**src/rtl/rom_arbiter_if.sv**
```systemverilog
// Bus bundle for rom_arbiter: ppu and statemachine read channels plus the ROM read port.
// slave = arbiter side, master = requesters/ROM side.
interface rom_arbiter_if #(
  parameter int ADDR_W = 14,
  parameter int DATA_W = 16
);
  logic              ppu_req;
  logic [ADDR_W-1:0] ppu_addr;
  logic              ppu_gnt;
  logic              ppu_valid;
  logic [DATA_W-1:0] ppu_data;

  logic              sm_req;
  logic [ADDR_W-1:0] sm_addr;
  logic              sm_gnt;
  logic              sm_valid;
  logic [DATA_W-1:0] sm_data;

  logic              rom_rd;
  logic [ADDR_W-1:0] rom_addr;
  logic [DATA_W-1:0] rom_q;

  modport slave (
    input  ppu_req, ppu_addr, sm_req, sm_addr, rom_q,
    output ppu_gnt, ppu_valid, ppu_data, sm_gnt, sm_valid, sm_data, rom_rd, rom_addr
  );

  modport master (
    output ppu_req, ppu_addr, sm_req, sm_addr, rom_q,
    input  ppu_gnt, ppu_valid, ppu_data, sm_gnt, sm_valid, sm_data, rom_rd, rom_addr
  );
endinterface

```
**src/rtl/rom_arbiter.sv**
```systemverilog
// Shares one synchronous ROM read port between ppu (fixed priority) and statemachine (starvation-forced).
// Optional statistics outputs are enabled by defining ROM_ARB_STATS_EN.
module rom_arbiter #(
  parameter int ADDR_W     = 14,
  parameter int DATA_W     = 16,
  parameter int ROM_LAT    = 2,
  parameter int STARVE_MAX = 8
) (
  input  logic        clock,
  input  logic        reset,
`ifdef ROM_ARB_STATS_EN
  output logic [31:0] stat_ppu_cnt,
  output logic [31:0] stat_sm_cnt,
  output logic [15:0] stat_force_cnt,
  output logic [7:0]  stat_max_wait,
`endif
  rom_arbiter_if.slave bus
);

  localparam int                CNT_W      = $clog2(STARVE_MAX + 1);
  localparam logic [CNT_W-1:0] STARVE_LIM = CNT_W'(STARVE_MAX);

  typedef enum logic {ST_NORMAL, ST_FORCE_SM} state_e;

  typedef struct packed {
    logic valid;
    logic owner;  // 0 = ppu, 1 = sm
  } tag_t;

  state_e            r_state, w_state_next;
  logic [CNT_W-1:0]  r_starve, w_starve_next;
  logic              w_ppu_gnt, w_sm_gnt, w_any_gnt;
  logic              r_rom_rd;
  logic [ADDR_W-1:0] r_rom_addr;
  tag_t              r_tag [ROM_LAT];
  logic              r_ppu_valid, r_sm_valid;
  logic [DATA_W-1:0] r_ppu_data, r_sm_data;

  // NOTE: sequential state uses non-blocking assignments so every flop samples pre-edge values.
  always_ff @(posedge clock) begin
    if (reset) r_state <= ST_NORMAL;
    else       r_state <= w_state_next;
  end

  // The force decision looks at the counter value being latched, so the sm slot lands
  // right after the STARVE_MAX-th denial.
  always_comb begin
    w_state_next = ST_NORMAL;
    if (r_state == ST_NORMAL && w_starve_next == STARVE_LIM) w_state_next = ST_FORCE_SM;
  end

  // NOTE: every always_comb output gets a default first, so no latch can be inferred.
  always_comb begin
    w_ppu_gnt = 1'b0;
    w_sm_gnt  = 1'b0;
    if (!reset) begin
      unique case (r_state)
        ST_NORMAL: begin
          w_ppu_gnt = bus.ppu_req;
          w_sm_gnt  = bus.sm_req & ~bus.ppu_req;
        end
        ST_FORCE_SM: w_sm_gnt = bus.sm_req;
      endcase
    end
  end

  assign w_any_gnt = w_ppu_gnt | w_sm_gnt;

  always_comb begin
    w_starve_next = '0;
    if (bus.sm_req && !w_sm_gnt)
      w_starve_next = (r_starve == STARVE_LIM) ? r_starve : r_starve + 1'b1;
  end

  always_ff @(posedge clock) begin
    if (reset) begin
      r_starve   <= '0;
      r_rom_rd   <= 1'b0;
      r_rom_addr <= '0;
    end else begin
      r_starve <= w_starve_next;
      r_rom_rd <= w_any_gnt;
      if (w_any_gnt) r_rom_addr <= w_ppu_gnt ? bus.ppu_addr : bus.sm_addr;
    end
  end

  // Tag shift; the *_valid registers form its final stage. NOTE: the tag array is flops, not
  // RAM, and is cleared on reset so reads in flight at reset never return.
  always_ff @(posedge clock) begin
    if (reset) begin
      for (int i = 0; i < ROM_LAT; i++) r_tag[i] <= '0;
      r_ppu_valid <= 1'b0;
      r_sm_valid  <= 1'b0;
      r_ppu_data  <= '0;
      r_sm_data   <= '0;
    end else begin
      r_tag[0] <= tag_t'{valid: w_any_gnt, owner: w_sm_gnt};
      for (int i = 1; i < ROM_LAT; i++) r_tag[i] <= r_tag[i-1];
      r_ppu_valid <= r_tag[ROM_LAT-1].valid & ~r_tag[ROM_LAT-1].owner;
      r_sm_valid  <= r_tag[ROM_LAT-1].valid &  r_tag[ROM_LAT-1].owner;
      if (r_tag[ROM_LAT-1].valid && !r_tag[ROM_LAT-1].owner) r_ppu_data <= bus.rom_q;
      if (r_tag[ROM_LAT-1].valid &&  r_tag[ROM_LAT-1].owner) r_sm_data  <= bus.rom_q;
    end
  end

  assign bus.ppu_gnt   = w_ppu_gnt;
  assign bus.sm_gnt    = w_sm_gnt;
  assign bus.rom_rd    = r_rom_rd;
  assign bus.rom_addr  = r_rom_addr;
  assign bus.ppu_valid = r_ppu_valid;
  assign bus.sm_valid  = r_sm_valid;
  assign bus.ppu_data  = r_ppu_data;
  assign bus.sm_data   = r_sm_data;

`ifdef ROM_ARB_STATS_EN
  logic [31:0] r_stat_ppu, r_stat_sm, w_wait_ext;
  logic [15:0] r_stat_force;
  logic [7:0]  r_stat_wait, w_wait_clip;

  assign w_wait_ext  = 32'(w_starve_next);
  assign w_wait_clip = (w_wait_ext > 32'd255) ? 8'hFF : w_wait_ext[7:0];

  always_ff @(posedge clock) begin
    if (reset) begin
      r_stat_ppu   <= '0;
      r_stat_sm    <= '0;
      r_stat_force <= '0;
      r_stat_wait  <= '0;
    end else begin
      if (w_ppu_gnt && r_stat_ppu != '1) r_stat_ppu <= r_stat_ppu + 1'b1;
      if (w_sm_gnt  && r_stat_sm  != '1) r_stat_sm  <= r_stat_sm + 1'b1;
      if (r_state == ST_NORMAL && w_state_next == ST_FORCE_SM && r_stat_force != '1)
        r_stat_force <= r_stat_force + 1'b1;
      if (w_wait_clip > r_stat_wait) r_stat_wait <= w_wait_clip;
    end
  end

  assign stat_ppu_cnt   = r_stat_ppu;
  assign stat_sm_cnt    = r_stat_sm;
  assign stat_force_cnt = r_stat_force;
  assign stat_max_wait  = r_stat_wait;
`endif

endmodule

```
**src/flat_wrapper.sv**
```systemverilog
// flat-port wrapper written by rule: the top's interface ports become plain ports
module rom_arbiter_flat 
#(
  parameter int ADDR_W     = 14,
  parameter int DATA_W     = 16,
  parameter int ROM_LAT    = 2,
  parameter int STARVE_MAX = 8
)
  (clock, reset, bus_ppu_req, bus_ppu_addr, bus_sm_req, bus_sm_addr, bus_rom_q, bus_ppu_gnt, bus_ppu_valid, bus_ppu_data, bus_sm_gnt, bus_sm_valid, bus_sm_data, bus_rom_rd, bus_rom_addr);
  rom_arbiter_if #(.ADDR_W(ADDR_W), .DATA_W(DATA_W)) bus_i ();
  input  logic clock;
  input  logic reset;
  input wire logic [$bits(bus_i.ppu_req)-1:0] bus_ppu_req;
  input wire logic [$bits(bus_i.ppu_addr)-1:0] bus_ppu_addr;
  input wire logic [$bits(bus_i.sm_req)-1:0] bus_sm_req;
  input wire logic [$bits(bus_i.sm_addr)-1:0] bus_sm_addr;
  input wire logic [$bits(bus_i.rom_q)-1:0] bus_rom_q;
  output wire logic [$bits(bus_i.ppu_gnt)-1:0] bus_ppu_gnt;
  output wire logic [$bits(bus_i.ppu_valid)-1:0] bus_ppu_valid;
  output wire logic [$bits(bus_i.ppu_data)-1:0] bus_ppu_data;
  output wire logic [$bits(bus_i.sm_gnt)-1:0] bus_sm_gnt;
  output wire logic [$bits(bus_i.sm_valid)-1:0] bus_sm_valid;
  output wire logic [$bits(bus_i.sm_data)-1:0] bus_sm_data;
  output wire logic [$bits(bus_i.rom_rd)-1:0] bus_rom_rd;
  output wire logic [$bits(bus_i.rom_addr)-1:0] bus_rom_addr;
  assign bus_i.ppu_req = bus_ppu_req;
  assign bus_i.ppu_addr = bus_ppu_addr;
  assign bus_i.sm_req = bus_sm_req;
  assign bus_i.sm_addr = bus_sm_addr;
  assign bus_i.rom_q = bus_rom_q;
  assign bus_ppu_gnt = bus_i.ppu_gnt;
  assign bus_ppu_valid = bus_i.ppu_valid;
  assign bus_ppu_data = bus_i.ppu_data;
  assign bus_sm_gnt = bus_i.sm_gnt;
  assign bus_sm_valid = bus_i.sm_valid;
  assign bus_sm_data = bus_i.sm_data;
  assign bus_rom_rd = bus_i.rom_rd;
  assign bus_rom_addr = bus_i.rom_addr;
  rom_arbiter #(.ADDR_W(ADDR_W), .DATA_W(DATA_W), .ROM_LAT(ROM_LAT), .STARVE_MAX(STARVE_MAX)) u_core (.clock(clock), .reset(reset), .bus(bus_i));
endmodule
```
**config.mk**
```make
export PLATFORM = sky130hd
export DESIGN_NAME = rom_arbiter_flat
export DESIGN_NICKNAME = d
export VERILOG_FILES = /design/src/rtl/rom_arbiter_if.sv /design/src/rtl/rom_arbiter.sv /design/src/flat_wrapper.sv
export SDC_FILE = /design/constraint.sdc
export NUM_CORES = 1
export LEC_CHECK = 0
export ABC_CLOCK_PERIOD_IN_PS = 1300
export CORE_MARGIN = 2
export CORE_UTILIZATION = 37
export DETAILED_ROUTE_END_ITERATION = 7
export GPL_ROUTABILITY_DRIVEN = 0
export HOLD_SLACK_MARGIN = 0.03
export MAX_ROUTING_LAYER = met4
export PLACE_DENSITY = 0.72
export SLEW_MARGIN = 20
export SYNTH_ARGS = -nofsm -noshare
export SYNTH_HDL_FRONTEND = slang
export SYNTH_SLANG_ARGS = --single-unit
```
**constraint.sdc**
```tcl
create_clock -name clock -period 1.3 [get_ports clock]
set_input_delay 0.13 -clock clock [delete_from_list [all_inputs] [get_ports clock]]
set_output_delay 0.13 -clock clock [all_outputs]
set_load 0.02 [all_outputs]
```
=== After elaboration in Yosys (flattened, before gate mapping) ===
Memory sizes are Yosys's and may differ from the RTL's.
Index checks and enable logic that the tools add are counted.

* Bits of input ports: 48
* Memory bits (writable): 4
* Memories kept: 1
* Bits in registers: 54

* $add $sub $neg: 1
* Reduce and logical (&&, ||, !) cells: 6
* Bitwise logic cells: 9
* Multiplexer cells: 13
* Equal/unequal tests: 2

{| class="wikitable"
|+ Memories
! memory !! depth !! bits a word !! read ports !! clocked after Yosys merged registers in !! write ports !! line !! source
|-
| u_core.r_tag || 2 || 2 || 2 || 0 || 2 || rom_arbiter.sv:35 || <nowiki>tag_t r_tag [ROM_LAT];</nowiki>
|}

{| class="wikitable"
|+ Operators by type and width
! kind !! number
|-
| $mux 14 || 1
|-
| $eq 4x4->1 const B || 2
|-
| $mux 4 || 2
|-
| $mux 1 || 7
|-
| $add 4x1->4 const B || 1
|-
| $logic_and 1x1->1 || 4
|-
| $mux 2 || 2
|-
| $and 1x1->1 || 3
|-
| $not 1->1 || 3
|-
| $or 1x1->1 || 3
|-
| $logic_not 1->1 || 2
|-
| $pmux 1 s2 || 1
|}

=== Logic depth before layout (Yosys ltp) ===
Gate-level depths: netlist of run 1.

* Depth in word-level cells: 10
* Mapped depth: 5
* Mapped depth without buffers: 5

=== Worst setup path after synthesis of run 1 ===
No wires, ideal clock.

* Path type: register to register
* From: reg u_core.r_starve[0]
* To: reg u_core.r_state
* Path slack: 92 ps
* Data arrival time: 1,112 ps
* Buffers on the path: 0
* Cell stages (with the launch flop): 6
* Path through: dfxtp_1 -> inv_1 -> ha_1 -> nor2_1 -> o211ai_1 -> nor4b_1

* Word-level cells in the longest chain between the ends: 6
* Elaborated cells between the ends (all ways): 7

{| class="wikitable"
|+ RTL lines
! item !! line !! source
|-
| start, declared || rom_arbiter.sv:31 || <nowiki>logic [CNT_W-1:0] r_starve, w_starve_next;</nowiki>
|-
| start signal, assigned || rom_arbiter.sv:81 || <nowiki>r_starve <= w_starve_next;</nowiki>
|-
| $add 4x1->4 or $eq 4x4->1 (tied branches) || rom_arbiter.sv:72 || <nowiki>w_starve_next = (r_starve == STARVE_LIM) ? r_starve : r_starve + 1'b1;</nowiki>
|-
| $mux 4 * || rom_arbiter.sv:72 ||
|-
| $mux 4 * || rom_arbiter.sv:71 || <nowiki>if (bus.sm_req && !w_sm_gnt)</nowiki>
|-
| $eq 4x4->1 * || rom_arbiter.sv:49 || <nowiki>if (r_state == ST_NORMAL && w_starve_next == STARVE_LIM) w_state_next = ST_FORCE_SM;</nowiki>
|-
| $logic_and 1x1->1 * || rom_arbiter.sv:49 ||
|-
| $mux 1 * || rom_arbiter.sv:49 ||
|-
| end signal, assigned || rom_arbiter.sv:42 || <nowiki>else r_state <= w_state_next;</nowiki>
|-
| end, declared || rom_arbiter.sv:30 || <nowiki>state_e r_state, w_state_next;</nowiki>
|}

Every way passes the cells marked *; elsewhere a longest branch is shown, timed or not.
A chain may end at the register's enable or synchronous reset.

=== Worst setup path after layout of run 1 ===
* From: reg u_core.r_state
* To: out bus_ppu_gnt

* Word-level cells in the longest chain between the ends: 2

{| class="wikitable"
|+ RTL lines
! item !! line !! source
|-
| $mux 1 || rom_arbiter.sv:57 || <nowiki>unique case (r_state)</nowiki>
|-
| $mux 1 || rom_arbiter.sv:56 || <nowiki>if (!reset) begin</nowiki>
|-
| end, declared || flat_wrapper.sv:18 || <nowiki>output wire logic [$bits(bus_i.ppu_gnt)-1:0] bus_ppu_gnt;</nowiki>
|}

Every way passes these cells.

==> results.md, run 1 <==
- Maximum number of pins on one net before global-route repair: 47
- Post-DP HPWL: 4.22 mm
- Setup ws final: -0.0235 ns
- CTS tree: yes
- Vias in the first global route: between 1500 and 2000
- Syn. warnings: 0
- H-tree Lvls: 3
- Clock period minus worst slack: around 1.3 ns
- Number of synthesized register bits: 57
- CP delay by family, top: simple AND/OR/NAND/NOR gates
- CTS Buffer Depth: 2
- Worst setup EP type: output port
- Reg-to-Reg Start: u_core.r_state
- First-pass GRT wire length: a little over 9 mm
- Sequential area share after synthesis: 51.3%
- Dpl cells: around 420
- GRT overflow: 0
- Worst Path Max Fanout: 2
- Required time worst endpoint: between 1 and 1.5 ns
- Critical path's slowest cell: or3b_4
- DRT iter0 DRCs: 84
- Syn_nets: a little under 300
- Peak VDD IR: around 0.0007 V
- Fmax: ~760 MHz
- Share of layout cells above drive strength 1: about 16%
- Vias per cell: about 4.6
- Clock Tree Root: clkbuf_8
- Syn Inst Count: about 250
- Final worst-path cycle share: 102%
- Synthesized area: about 0.0022 mm^2
- Post-layout util: approximately three fifths
- PortBufs: approximately 100
- Hold buffer count at CTS: 0
- Final net count: 405
- Core area: between 0.005 and 0.006 mm^2
- P_leak: around 1.5 nW
- Via count of the routed design: a little over 2000
- DR pass1 iterations: 4
- Crit. Startpoint: u_core.r_state
- Die height: a little over 80 um
- Core Rows: 28
- Worst-path clk slew: 0.07 ns
- RSZ-0062 raised after global routing: yes
- Avg WL per Cell: ~13 um
- HP Class: in2reg
- CP cell instances: or3b_4, inv_2, buf_6
- Antenna diodes: 0
- Failing checks: setup timing
- Initial Utilization: a little under two fifths
- Status: complete, but fails checks
- Worst-margin pin slew: 0.525 ns
- Critical path's largest stage delay: about 0.38 ns
- Clock Sinks: 57
- Synth-to-layout area growth: 55.6%
- CTS Buf Count: 9
- Fin cells: 435
- Worst Path Buf+Inv: 2
- Startpoint types: flop
- Detail Route Antenna Nets: 0
- Fin. max-slew vios: 0
- Pwr per Cell Area: approximately 1200 mW/mm^2
- Total Die Area: roughly 0.0066 mm^2
- I/O pins: 99
- Drt drc: 0
- Final setup vio count: 1
- Hold path start: reset
- Final hold violation count: 0
- Netlist cell types: 24
- Worst EP arrival: 1.19 ns
- Clk_lat worst skew: 0.33 ns
- Clock skew: between 0.008 and 0.009 ns
- Final wirelength: between 5 and 6 mm
- Die width: 81.5 um
- Max cap viols: 0
- Initial antenna violation count: 0
- Relative slew slack: between 60 and 70%
- Total GRT Usage: 18.9%
- Avg Cell Area, Syn: between 8 and 9 um^2
- Crit path kind: reg2out
## state kept, by name (all words and copies together), names as in the netlist
register / cells
u_core.bus.ppu_valid: 1
u_core.r_starve: 4
u_core.r_tag: 4
u_core.bus.sm_valid: 1
u_core.bus.ppu_data: 16
u_core.bus.sm_data: 16
u_core.bus.rom_addr: 14
u_core.r_state: 1
## where the power goes
part | switching (mW) | internal (mW)
clock network | 0.652 | 0.894
logic | 0.288 | 0.297
registers | 0.0327 | 1.82
total | 0.973 | 3.01
## layout make-up
| cell class | count | area (um^2) |
|---|---|---|
| clock inverters | 2 | 10.0 |
| flip-flops and latches | 57 | 1150 |
| multi-input cells | 169 | 978 |
| well taps | 75 | 93.8 |
| repair buffers | 114 | 1030 |
| inverters | 4 | 15.0 |
| fillers | 552 | 2390 |
| clock buffers | 14 | 183 |
## path summary, 6_finish.rpt
path	endpoint	slack, ns	depth (start not counted)
setup reg to reg	u_core.bus.rom_addr[7]	0.05	4
setup / recovery	bus_ppu_gnt	-0.02	3
hold / removal	u_core.bus.rom_addr[4]	0.17	3
hold reg to reg	u_core.r_tag[0][2]	0.45	1
## worst register-to-register path: stages, from the launching register on
cell,delay (ns)
dfxtp_2,0.33
or3b_4,0.38
buf_6,0.21
nor2_1,0.15
a211oi_2,0.06
## synth_stat cells
cell type | n | area share [%]
xor2_1 | 1 | 0.39
nor2b_1 | 5 | 1.4
o21ai_0 | 1 | 0.22
buf_2 | 6 | 1.3
a21bo_2 | 1 | 0.45
nand3_1 | 1 | 0.22
buf_4 | 1 | 0.34
nand3b_1 | 2 | 0.67
clkbuf_1 | 8 | 1.3
buf_6 | 3 | 1.5
mux2i_1 | 14 | 6.3
nor2_1 | 22 | 3.7
nand2b_1 | 3 | 0.84
a21oi_1 | 32 | 7.2
nor4b_1 | 1 | 0.39
xnor2_1 | 1 | 0.39
a211oi_2 | 14 | 7.9
o211ai_1 | 1 | 0.34
nand2_1 | 66 | 11
ha_1 | 2 | 1.1
or3b_4 | 1 | 0.51
dfxtp_1 | 57 | 51
inv_1 | 4 | 0.67
and2_1 | 1 | 0.28
## metrics by stage
stage	setup WS, ns	area [um^2]	TNS [ns]	power, mW	hold WS (ns)
2_1_floorplan	0.0918	2220	0	2.19	0.266
3_3_place_gp	-0.451	3310	-4.80	2.52	0.426
3_5_place_dp	-0.451	3310	-5.05	2.53	0.447
4_1_cts	-0.0684	3450	-0.313	4.03	0.166
5_1_grt	-0.0737	3460	-0.117	4.16	0.167
6_report	-0.0235	3460	-0.0235	3.98	0.167
## layer usage
metal	part of all wire (%)	wire [um]	GRT usage (%)
met3	3.6	205	3.96
met1	41	2350	20.5
met4	3.5	198	10.8
met5	0	0	-
met2	52	2940	31.9
## cell usage in the layout, fill, tap and decap left out, drive strengths merged, types with 2 or more instances in the layout
master	synthesis	routed
nand2	66	66
nor2b	5	5
nor2	22	22
ha	2	2
nand2b	3	3
clkdlybuf4s50	0	46
inv	4	4
nand3b	2	2
a211oi	14	14
mux2i	14	14
dlygate4sd2	0	49
clkinv	0	2
a21oi	32	32
dfxtp	57	57
buf	10	19
clkbuf	8	14
## cell families (layout without fill, tap and decap cells)
family / count (synthesis) / in the layout / synth area share [%]
XOR/XNOR: 2 / 2 / 0.788
buffers and inverters: 22 / 134 / 5.23
adder cells (fa/ha/maj): 2 / 2 / 1.12
multiplexers: 14 / 14 / 6.30
flip-flops: 57 / 57 / 51.3
AND/OR/NAND/NOR: 102 / 102 / 19.2
AO/OA/AOI/OAI: 49 / 49 / 16.1
## what timing repair did
| item | 4_1_cts | 5_1_grt |
|---|---|---|
| cloned | 0 | 0 |
| gates resized for setup | 62 | 5 |
| pin swaps | 0 | 2 |
| buffers inserted | 0 | 0 |
| endpoints found under the setup margin | 66 | 16 |
(Power assumes the default switching activity.)
==> inputs of run 2 (changes only) <==
Settings changed: CORE_ASPECT_RATIO set to 1.5.
==> results.md, run 2 (same netlist as run 1, synthesis figures left out) <==
- Final hold violation count: 0 (unchanged)
- Total Die Area: 0.00666 mm^2 (was 0.00665 mm^2)
- Peak VDD IR: 0.00101 V (was 0.000686 V)
- Clock Tree Root: clkbuf_8 (unchanged)
- Core Rows: 34 (was 28)
- WHS: 0.235 ns (was 0.167 ns)
- HP Class: in2reg (unchanged)
- Clk_lat worst skew: 0.34 ns (was 0.33 ns)
- Avg WL per Cell: 13.9 um (was 13.1 um)
- Fin. max-slew vios: 0 (unchanged)
- Relative slew slack: 62.6% (was 65.0%)
- Antenna diodes: 0 (unchanged)
- Vias in the first global route: 2095 (was 1993)
- GRT overflow: 0 (unchanged)
- Commonest non-fill, non-tap cell in the layout: nand2_1 (unchanged)
- Setup Fix Bufs, Post-CTS: 0 (unchanged)
- Cell area after layout: 0.00354 mm^2 (was 0.00346 mm^2)
- H-tree Lvls: 3 (unchanged)
- Required time worst endpoint: 1.17 ns (about the same)
- CTS Buf Count: 9 (unchanged)
- Final worst-path cycle share: 104% (was 102%)
- Via count of the routed design: 2103 (was 2014)
- Setup ws final: -0.0461 ns (was -0.0235 ns)
- Clock Sinks: 57 (unchanged)
- Initial antenna violation count: 0 (unchanged)
- Synth-to-layout area growth: 59.0% (was 55.6%)
- Pwr per Cell Area: 1260 mW/mm^2 (was 1150 mW/mm^2)
- First-pass GRT wire length: 9.47 mm (was 9.16 mm)
- Worst-margin pin slew: 0.561 ns (was 0.525 ns)
- I/O pins: 99 (unchanged)
- PortBufs: 98 (unchanged)
- Maximum number of pins on one net before global-route repair: 48 (was 47)
- Drt drc: 0 (unchanged)
- Most frequent cells in the layout: nand2_1 (66), dfxtp_1 (55), dlygate4sd2_1 (49) (unchanged)
- Post-DP HPWL: 4.37 mm (was 4.22 mm)
- Status: complete, but fails checks (unchanged)
- Max cap viols: 0 (unchanged)
- RSZ-0062 raised after global routing: yes (unchanged)
- CTS Buffer Depth: 2 (unchanged)
- Worst EP arrival: 1.22 ns (was 1.19 ns)
- Core area: 0.00579 mm^2 (was 0.00585 mm^2)
- Fmax: 743 MHz (was 756 MHz)
- Die width: 67.3 um (was 81.5 um)
- Clock period minus worst slack: 1.35 ns (was 1.32 ns)
- P_leak: 1.56 nW (was 1.53 nW)
- Final wirelength: 6.02 mm (was 5.69 mm)
- Die height: 99.0 um (was 81.5 um)
- CTS tree: yes (unchanged)
- Worst Path Max Fanout: 2 (unchanged)
- Area of the multi-input gates: 996 um^2 (was 978 um^2)
- Total GRT Usage: 19.4% (was 18.9%)
- Placed Instance Area: 0.00332 mm^2 (was 0.00331 mm^2)
- Initial Utilization: 38.5% (was 38.0%)
- DR pass1 iterations: 4 (unchanged)
- Share of layout cells above drive strength 1: 16.1% (was 15.6%)
- Storage cell area: 0.00115 mm^2 (unchanged)
- DRT iter0 DRCs: 112 (was 84)
- Final setup vio count: 1 (unchanged)
- Vias per cell: 4.87 (was 4.63)
- Worst setup EP type: output port (unchanged)
- Worst-path clk slew: 0.06 ns (was 0.07 ns)
- Failing checks: setup timing (unchanged)
- Detail Route Antenna Nets: 0 (unchanged)
- Startpoint types: primary input (was flop)
- Final net count: 405 (unchanged)
- Clock skew: 0.00557 ns (was 0.00844 ns)
- Crit path kind: in2out (was reg2out)
- Fill count: 557 (was 552)
==> run 2: changes by cell type in the layout (fill, tap and decap cells not counted) <==
cell	before	now
ha_4	0	1
clkbuf_8	13	10
ha_1	2	1
nor2b_4	0	1
buf_12	0	1
bufinv_16	0	3
clkinv_2	2	3
buf_4	15	14
clkbuf_1	1	0
nor2b_2	1	0
==> run 2: area by class of cell <==
class,count,area share [%]
clock buffers,10,3.89
clock inverters,6,2.97
inverters,4,0.424
repair buffers,114,29.6
well taps,72,2.55
flip-flops and latches,57,32.4
multi-input cells,169,28.2
==> run 2: final timing paths <==
path	slack [ns]	end	from	depth (start not counted)
setup / recovery	-0.05	bus_ppu_gnt	bus_ppu_req	4
hold / removal	0.24	u_core.bus.rom_addr[4]	reset	4
setup reg to reg	0.05	u_core.bus.rom_addr[3]	u_core.r_state	4
hold reg to reg	0.44	u_core.r_tag[0][2]	u_core.r_tag[0][0]	1
==> run 2: stage by stage <==
stage	setup WS [ns]	cells	TNS (ns)	power (mW)	utilization [%]
after floorplan	0.0918	248	0	2.19	-
after global placement	-0.453	416	-4.83	2.52	57.4
after detailed placement	-0.467	416	-5.49	2.53	57.4
after CTS	-0.0710	432	-0.316	4.50	60.7
after global routing	-0.0641	432	-0.0641	4.63	61.1
final	-0.0461	432	-0.0461	4.46	61.1
==> run 2: what timing repair did <==
action | in CTS | in global routing
hold buffers | 0 | 0
resized for setup | 62 | 7
setup endpoints to repair | 66 | 17
cloned | 0 | 0
pin swaps | 0 | 3
endpoints found under the hold margin | 0 | 0
==> run 2: power breakdown <==
| group | switching, mW | internal [mW] |
|---|---|---|
| logic | 0.293 | 0.301 |
| registers | 0.0348 | 1.82 |
| clock network | 0.702 | 1.31 |
| total | 1.03 | 3.43 |
==> run 2: metal layers <==
metal | part of all wire, % | global-route usage (%)
met1 | 40 | 20.5
met2 | 50 | 32.4
met3 | 9.3 | 6.62
met4 | 1.5 | 7.54
met5 | 0 | -
==> run 2: worst max-delay path, stage by stage <==
cell and delay (ns):
clkdlybuf4s50_1 0.51, or3b_4 0.41, inv_2 0.06, buf_6 0.10
